## src/rtl/bcd_pkg.sv

```systemverilog
// Shared definitions for the sequential BCD subtractor: FSM states and BCD digit constants.
package bcd_pkg;

    typedef enum logic [1:0] {
        IDLE = 2'd0,
        PASS = 2'd1,
        DONE = 2'd2
    } state_t;

    localparam int BCD_W     = 4;
    localparam int BCD_MAX   = 9;
    localparam int BCD_RADIX = 10;

    function automatic logic digit_bad(input logic [BCD_W-1:0] x);
        return int'(x) > BCD_MAX;
    endfunction

endpackage

```

## src/rtl/bcd_sub2.sv

```systemverilog
// Combinational two-digit BCD subtract stage; borrow ripples from the low digit to the high digit.
module bcd_sub2
    import bcd_pkg::*;
(
    input  logic [2*BCD_W-1:0] a_pair,
    input  logic [2*BCD_W-1:0] b_pair,
    input  logic               bin,
    output logic [2*BCD_W-1:0] d_pair,
    output logic               bout
);

    // Returns {borrow, digit}; a negative raw difference is folded back by one radix.
    function automatic logic [BCD_W:0] sub_digit(input logic [BCD_W-1:0] x,
                                                 input logic [BCD_W-1:0] y,
                                                 input logic             bi);
        logic signed [BCD_W+1:0] t;
        t = $signed({2'b00, x}) - $signed({2'b00, y}) - $signed({{(BCD_W+1){1'b0}}, bi});
        if (t < 0) begin
            t = t + $signed((BCD_W+2)'(BCD_RADIX));
            return {1'b1, t[BCD_W-1:0]};
        end
        return {1'b0, t[BCD_W-1:0]};
    endfunction

    logic [BCD_W:0] lo;
    logic [BCD_W:0] hi;

    assign lo     = sub_digit(a_pair[BCD_W-1:0], b_pair[BCD_W-1:0], bin);
    assign hi     = sub_digit(a_pair[2*BCD_W-1:BCD_W], b_pair[2*BCD_W-1:BCD_W], lo[BCD_W]);
    assign d_pair = {hi[BCD_W-1:0], lo[BCD_W-1:0]};
    assign bout   = hi[BCD_W];

endmodule

```

## src/rtl/bcd_sub_seq.sv

```systemverilog
// Sequential packed-BCD subtractor: one shared two-digit stage processes a digit pair per cycle.
module bcd_sub_seq
    import bcd_pkg::*;
#(
    parameter int NDIG = 4
)
(
    input  logic              clk,
    input  logic              rst_n,
    input  logic              start,
    input  logic [4*NDIG-1:0] a,
    input  logic [4*NDIG-1:0] b,
    input  logic              bin,
    output logic              busy,
    output logic              done,
    output logic [4*NDIG-1:0] d,
    output logic              bout,
    output logic              err
);

    localparam int W      = BCD_W * NDIG;
    localparam int NP     = NDIG / 2;
    localparam int PW     = $clog2(NP) + 1;
    localparam int PAIR_W = 2 * BCD_W;

    function automatic logic word_bad(input logic [W-1:0] x);
        logic f;
        f = 1'b0;
        for (int i = 0; i < NDIG; i++)
            f = f | digit_bad(x[BCD_W*i +: BCD_W]);
        return f;
    endfunction

    state_t          state_q;
    state_t          state_d;
    logic [W-1:0]    a_q;
    logic [W-1:0]    b_q;
    logic            bin_q;
    logic [PW-1:0]   p_q;
    logic            brw_q;
    logic [W-1:0]    d_q;
    logic            bout_q;
    logic            err_q;
    logic            busy_q;
    logic            done_q;

    logic            accept;
    logic            ops_bad;
    logic            last_pass;
    logic [PAIR_W-1:0] a_pair;
    logic [PAIR_W-1:0] b_pair;
    logic [PAIR_W-1:0] d_pair;
    logic            stage_bin;
    logic            stage_bout;
    logic [W-1:0]    d_next;

    assign accept    = start && (state_q != PASS);
    assign ops_bad   = word_bad(a_q) | word_bad(b_q);
    assign last_pass = (p_q == PW'(NP - 1));
    assign stage_bin = (p_q == '0) ? bin_q : brw_q;

    always_comb begin
        a_pair = '0;
        b_pair = '0;
        for (int i = 0; i < NP; i++) begin
            if (p_q == PW'(i)) begin
                a_pair = a_q[PAIR_W*i +: PAIR_W];
                b_pair = b_q[PAIR_W*i +: PAIR_W];
            end
        end
    end

    bcd_sub2 u_sub2 (
        .a_pair (a_pair),
        .b_pair (b_pair),
        .bin    (stage_bin),
        .d_pair (d_pair),
        .bout   (stage_bout)
    );

    always_comb begin
        d_next = d_q;
        for (int i = 0; i < NP; i++) begin
            if (p_q == PW'(i))
                d_next[PAIR_W*i +: PAIR_W] = d_pair;
        end
    end

    always_ff @(posedge clk) begin
        if (!rst_n)
            state_q <= IDLE;
        else
            state_q <= state_d;
    end

    always_comb begin
        state_d = state_q;
        case (state_q)
            IDLE:    if (start) state_d = PASS;
            PASS:    if (ops_bad || last_pass) state_d = DONE;
            DONE:    state_d = start ? PASS : IDLE;
            default: state_d = IDLE;
        endcase
    end

    // Operands are captured only at accept, so input changes mid-operation are invisible.
    always_ff @(posedge clk) begin
        if (accept) begin
            a_q   <= a;
            b_q   <= b;
            bin_q <= bin;
        end
    end

    always_ff @(posedge clk) begin
        if (!rst_n) begin
            p_q    <= '0;
            brw_q  <= 1'b0;
            d_q    <= '0;
            bout_q <= 1'b0;
            err_q  <= 1'b0;
            busy_q <= 1'b0;
            done_q <= 1'b0;
        end else begin
            done_q <= 1'b0;
            if (accept) begin
                p_q    <= '0;
                brw_q  <= 1'b0;
                d_q    <= '0;
                bout_q <= 1'b0;
                err_q  <= 1'b0;
                busy_q <= 1'b1;
            end else if (state_q == PASS) begin
                if (ops_bad) begin
                    err_q  <= 1'b1;
                    busy_q <= 1'b0;
                    done_q <= 1'b1;
                end else begin
                    d_q   <= d_next;
                    brw_q <= stage_bout;
                    p_q   <= p_q + PW'(1);
                    if (last_pass) begin
                        bout_q <= stage_bout;
                        busy_q <= 1'b0;
                        done_q <= 1'b1;
                    end
                end
            end
        end
    end

    assign busy = busy_q;
    assign done = done_q;
    assign d    = d_q;
    assign bout = bout_q;
    assign err  = err_q;

endmodule

```

## config.mk

```make
export PLATFORM = sky130hd
export DESIGN_NAME = bcd_sub_seq
export DESIGN_NICKNAME = d
export VERILOG_FILES = /design/src/rtl/bcd_pkg.sv /design/src/rtl/bcd_sub2.sv /design/src/rtl/bcd_sub_seq.sv
export SDC_FILE = /design/constraint.sdc
export NUM_CORES = 1
export LEC_CHECK = 0
export CORE_UTILIZATION = 50
export DETAILED_ROUTE_END_ITERATION = 6
export GPL_ROUTABILITY_DRIVEN = 0
export PLACE_DENSITY = 0.88
export SETUP_SLACK_MARGIN = 0.05
export SYNTH_ARGS = -nofsm -noshare
export SYNTH_HDL_FRONTEND = slang
export SYNTH_SLANG_ARGS = --single-unit
```

## constraint.sdc

```tcl
create_clock -name clk -period 9.8 [get_ports clk]
set_input_delay 1.96 -clock clk [delete_from_list [all_inputs] [get_ports clk]]
set_output_delay 1.96 -clock clk [all_outputs]
set_load 0.1 [all_outputs]
```

==> results.yml, run 1 <==
timing:
  timing.fmax_ghz: 0.2175
  final_hold_viol_count: 0
  rsz0062_at_grt: "no"
  finalCriticalPeriod_ns: 4.598
  slew_violations: 0
  max_slew_margin_pct: 22.50
  worst_slew_pin_slew_ns: 1.161
  setup_slack_ns: 5.202
  clock_skew_ns: 0.008259
  fin_crit_sh_pct: 46.91
  report.final.setup_viol: 0
  setup_tns_ns: 0
  whs_ns: 0.4744
pwr:
  irDropWorstVdd_uv: 131.5
  power_leakage_nw: 1.303
  p_per_area_nw_per_um2: 169.5
detailed_routing:
  wl_per_cell_um: 13.93
  drt-pass1-iter-count: 4
  drt_wl_total_um: 5016
  vias_per_cell: 5.272
  drt_iter0_drc: 58
  vias: 1898
  drc_errors: 0
  ant_nets: 0
logic_synthesis:
  synth.ff_latch_count: 58
  synth_xor_area_share_pct: 4.643
  synthAdderAreaFrac_pct: 8.914
  synth_compound_area_share_pct: 14.72
  synth-simple-area-share_pct: 10.17
  syn_nets: 282
  muxShareOfSynthArea_pct: 2.275
  synth_top_family_by_area: "compound AO/OA/AOI/OAI gates"
  synthCells: 228
  ys_seq_area_share_pct: 55.34
  syn_area_per_cell_um2: 11.82
  synth_edf_count: 33
  syn_area_um2: 2695
  async_flop_share_pct: 0
  yosysWarnings: 0
  synth.distinct_cells: 41
  synth_flop_cell: "edfxtp_1"
layout:
  final_common_cell: "clkdlybuf4s50_1"
  fin_nets: 339
  drive_gt1_share_pct: 7.241
  final_cell_mix: "clkdlybuf4s50_1, edfxtp_1, dfxtp_1"
  utilization_pct: 67.19
  areaGrowthSynthToFinish_pct: 28.13
  antenna_cells: 0
global_routing:
  grt_max_degree: 34
  grt_pass1_wl_um: 8038
  antenna_found_initial: 0
  grtUsageTotal_pct: 19.64
  overflow: 0
  grt_pass1_vias: 1817
clock_network:
  cts_buffers: 9
  cts_tree: "done"
  cts_sinks: 58
  cts_max_path_buffers: 2
  ctsRootBufferMaster: "clkbuf_8"
  cts_setup_buffers: 0
  cts_max_level: 3
  path_clk_slew_ns: 0.07
  clock_latency_ns: 0.34
  holdBufCountCts: 0
  ctsResizeCount: 0
placement:
  port_buffers: 55
  dp_slack_ns: 5.167
  hpwl_um: 3849
floorplanning:
  dieWidth_um: 75.42
  dieHeight_um: 75.42
  fp-row-count: 26
  start_util_pct: 52.43
  core_area_um2: 5140
  num_io_pins: 56
  dieArea_um2: 5687
setup_path:
  crit_required_ns: 9.99
  slowest_stage: "nor2b_1"
  path_class: "register to register"
  rr_worst_depth: 16
  cp-start-kind: "register"
  crit_fanout: 21
  cp_cell_sequence: "inv_1, ha_1, nor2b_1, a22o_1, ha_1, inv_1, fa_1, xnor2_1, nand3_2, o21ai_1, ha_1, nor2b_1, nand2_1, xor3_1, mux2i_1, a31oi_1"
  cpMostUsedCell: "ha_1"
  cp.arrival_ns: 4.79
  endpoint_kind: "register"
  critical-path-max-stage-delay_ns: 0.81
hold_path:
  hold_path.class: "register to register"
  hold_depth: 2
run:
  drv_cap: 0
run_status:
  status: "completed"
layer usage:
metal	share of wire [%]	routed length (um)	global-route usage (%)	vias to the layer above
met5	0	0	0	-
met1	43	2173	23.02	868
met4	2.4	120	10.91	0
li1	-	-	-	949
met2	49	2479	33.33	67
met3	4.8	243	4.630	14
area by class of cell:
type	instances	area, um2
fill	417	1687
inverter	11	41.29
multi-input combinational	150	1097
clock inverter	6	57.56
sequential	58	1491
clock buffer	10	127.6
tap	70	87.58
timing repair buffer	55	550.5
flip-flops by register name (all words and copies together) (netlist names):
name and count:
a_q 16, b_q 16, bin_q 1, bout 1
brw_q 1, busy 1, d 16, done 1
err 1, p_q 2, state_q 2
cells by family after synthesis:
kind of cell    count (synthesis)
mux                             6
fa+ha+maj                      18
buf+inv                        20
simple gates                   54
compound gates                 61
xor+xnor                       11
flops                          58
final timing paths:
path | startpoint | slack [ns] | end
worst max-delay path | p_q[1] | 5.20 | d[7]
worst min-delay path | d[3] | 0.47 | d[3]
worst max register to register | p_q[1] | 5.20 | d[7]
worst min register to register | d[3] | 0.47 | d[3]
synthesized netlist by cell type (2+ instances only):
master,instances,share of area (%)
a211oi_1,9,2.5
a21oi_1,7,1.3
a22o_1,7,2.3
a22oi_1,8,2.2
a31oi_1,2,0.46
and2_1,4,0.93
buf_6,2,0.84
clkbuf_1,4,0.56
dfxtp_1,25,19
edfxtp_1,33,37
fa_1,2,1.5
ha_1,16,7.4
inv_1,11,1.5
mux2i_1,5,1.9
nand2_1,13,1.8
nand3_1,4,0.74
nor2_1,18,2.5
nor2b_1,4,0.93
nor3_1,2,0.37
nor3b_1,2,0.56
o21ai_0,18,3.3
o21ai_1,4,0.74
o22ai_1,3,0.70
xnor2_1,8,2.6
power by group:
part	switching [W]	internal, W
combinational	0.0000566	0.0000484
sequential	0.00000431	0.000269
clock	0.0000917	0.000115
total	0.000153	0.000433
through the flow:
step | power, W | area [um2] | cells
after floorplan | 0.0003507 | 2695 | 228
after global placement | 0.0003787 | 3268 | 344
after detailed placement | 0.0003823 | 3268 | 344
after CTS | 0.0005874 | 3453 | 360
after global routing | 0.0006093 | 3453 | 360
final | 0.0005853 | 3453 | 360
critical path, delay by kind of cell, from the launching register on:
kind                       cells  cell delay [ns]
xor gates and xnor gates       2             0.69
adders and majority gates      4             1.20
muxes                          1             0.21
AOI/OAI and AO/OA              3             0.63
DFF                            1             0.32
buffers and inverters          2             0.11
and+or+nand+nor                4             1.31
No activity file was read; power rests on OpenSTA's default activity.
==> run 2: changes to the inputs <==
==> constraint.sdc (replaced) <==
create_clock -name clk -period 4.7 [get_ports clk]
set_input_delay 0.94 -clock clk [delete_from_list [all_inputs] [get_ports clk]]
set_output_delay 0.94 -clock clk [all_outputs]
set_load 0.1 [all_outputs]
==> run 2 against run 1 <==
  * Setup slack worse by 4.6 ns
  * Register-to-register slack got worse by 4.6 ns
  * Combinational power grew 110%
  * Clock power up 120%
  * Wire length fell by 0.64%
  * Hold slack hardly changed
  * Fmax is 12% higher
  * Global-route usage rose by 0.52 points
  * Via count grew 1.2%
  * Flip-flop and latch count unchanged
  * Core utilization increased by 0.71 points
  * Clock skew down 0.0012 ns
  * Critical path type unchanged
  * Largest cell class unchanged
  * Highest routed layer unchanged
==> results.yml, run 2 (synthesized netlist as in run 1, its figures left out) <==
detailed_routing:
  drt-pass1-iter-count: 4
  wl_per_cell_um: 13.77
  drt_wl_total_um: 4984
  vias_per_cell: 5.307
  drt_iter0_drc: 52
  ant_nets: 0
  vias: 1921
  drc_errors: 0
floorplanning:
  core_area_um2: 5140
  num_io_pins: 56
  dieArea_um2: 5687
  dieHeight_um: 75.42
  fp-row-count: 26
  dieWidth_um: 75.42
  start_util_pct: 52.43
pwr:
  power_leakage_nw: 1.319
  irDropWorstVdd_uv: 258.0
  p_per_area_nw_per_um2: 359.2
layout:
  fin_nets: 341
  final_common_cell: "clkdlybuf4s50_1"
  drive_gt1_share_pct: 7.877
  fillCellCount: 408
  antenna_cells: 0
  multi_input_area_um2: 1097
  regArea_um2: 1491
  areaGrowthSynthToFinish_pct: 29.48
  layoutNonFillerInstCount: 362
  final_cell_mix: "clkdlybuf4s50_1, edfxtp_1, dfxtp_1"
clock_network:
  cts_sinks: 58
  cts_setup_buffers: 0
  cts_max_path_buffers: 2
  path_clk_slew_ns: 0.06
  holdBufCountCts: 0
  cts_tree: "done"
  cts_buffers: 9
  cts_max_level: 3
  clock_latency_ns: 0.33
  ctsResizeCount: 0
  ctsRootBufferMaster: "clkbuf_8"
global_routing:
  grtUsageTotal_pct: 20.16
  antenna_found_initial: 0
  use_met3_pct: 7.275
  grt_pass1_wl_um: 8128
  grt_use_met1_pct: 23.28
  top_usage_layer: "met2"
  grt_pass1_vias: 1846
  grt_max_degree: 34
  met2_usage_pct: 33.23
  overflow: 0
setup_path:
  endpoint_kind: "register"
  path_class: "register to register"
  r2r_start: "p_q[1]"
  cp-start-kind: "register"
  rr_worst_depth: 16
  crit_required_ns: 4.88
  critPathCapture: "d[7]"
  reg2reg_setup_slack_ns: 0.60
  crit_fanout: 9
  crit_start: "p_q[1]"
  worstReg2RegEnd: "d[7]"
  cp.arrival_ns: 4.29
timing:
  rsz0062_at_grt: "no"
  finalCriticalPeriod_ns: 4.103
  final_hold_viol_count: 0
  report.final.setup_viol: 0
  clock_skew_ns: 0.007090
  timing.fmax_ghz: 0.2437
  max_slew_margin_pct: 24.22
  slew_violations: 0
  whs_ns: 0.4742
  worst_slew_pin_slew_ns: 1.135
  fin_crit_sh_pct: 87.29
  setup_tns_ns: 0
run:
  drv_cap: 0
placement:
  hpwl_um: 3810
  dp_cells: 346
  port_buffers: 55
hold_path:
  hold_path.class: "register to register"
  hold_depth: 2
run_status:
  status: "completed"
==> run 2: worst min path at each step <==
stage / from / to / slack, ns
final: err / err / 0.47
after floorplan: p_q[1] / p_q[1] / 0.46
after global placement: err / err / 0.46
after CTS: err / err / 0.48
after global routing: err / err / 0.49
after detailed placement: err / err / 0.47
==> run 2: where the power goes <==
| group | leakage, nW | switching, W | total, W | internal [W] |
|---|---|---|---|---|
| sequential | 0.520 | 0.00000893 | 0.000570 | 0.000561 |
| combinational | 0.696 | 0.000117 | 0.000219 | 0.000102 |
| clock | 0.103 | 0.000192 | 0.000465 | 0.000274 |
==> run 2: cell type report <==
class / count / share of cell area [%]
clock buffer: 12 / 4.446
clock inverter: 4 / 1.470
inverter: 11 / 1.183
multi-input combinational: 150 / 31.44
sequential: 58 / 42.74
tap: 70 / 2.510
timing repair buffer: 57 / 16.21
==> run 2: critical path, stage by stage, from the launching register on <==
cell     delay (ns)
dfxtp_1        0.31
inv_1          0.08
ha_1           0.20
nor2b_1        0.49
a22o_1         0.21
ha_1           0.15
inv_1          0.05
fa_1           0.40
xnor2_1        0.32
nand3_2        0.16
o21ai_1        0.31
ha_1           0.23
nor2b_1        0.20
nand2_1        0.14
xor3_1         0.39
mux2i_1        0.19
a31oi_1        0.10
==> run 2: stage by stage <==
stage	utilization (%)	area, um2	total power [W]	worst slack (ns)
2_1_floorplan	-	2695	0.0007313	0.9845
3_3_place_gp	63.88	3283	0.0007895	0.7693
3_5_place_dp	63.88	3283	0.0007979	0.6042
4_1_cts	67.89	3490	0.001264	0.5909
5_1_grt	67.89	3490	0.001315	0.1633
6_report	67.89	3490	0.001254	0.5973
==> run 2: layer usage <==
| metal | part of all wire, % | vias up |
|---|---|---|
| li1 | - | 955 |
| met5 | 0 | - |
| met1 | 43 | 888 |
| met3 | 5.7 | 12 |
| met4 | 2.3 | 0 |
| met2 | 49 | 66 |
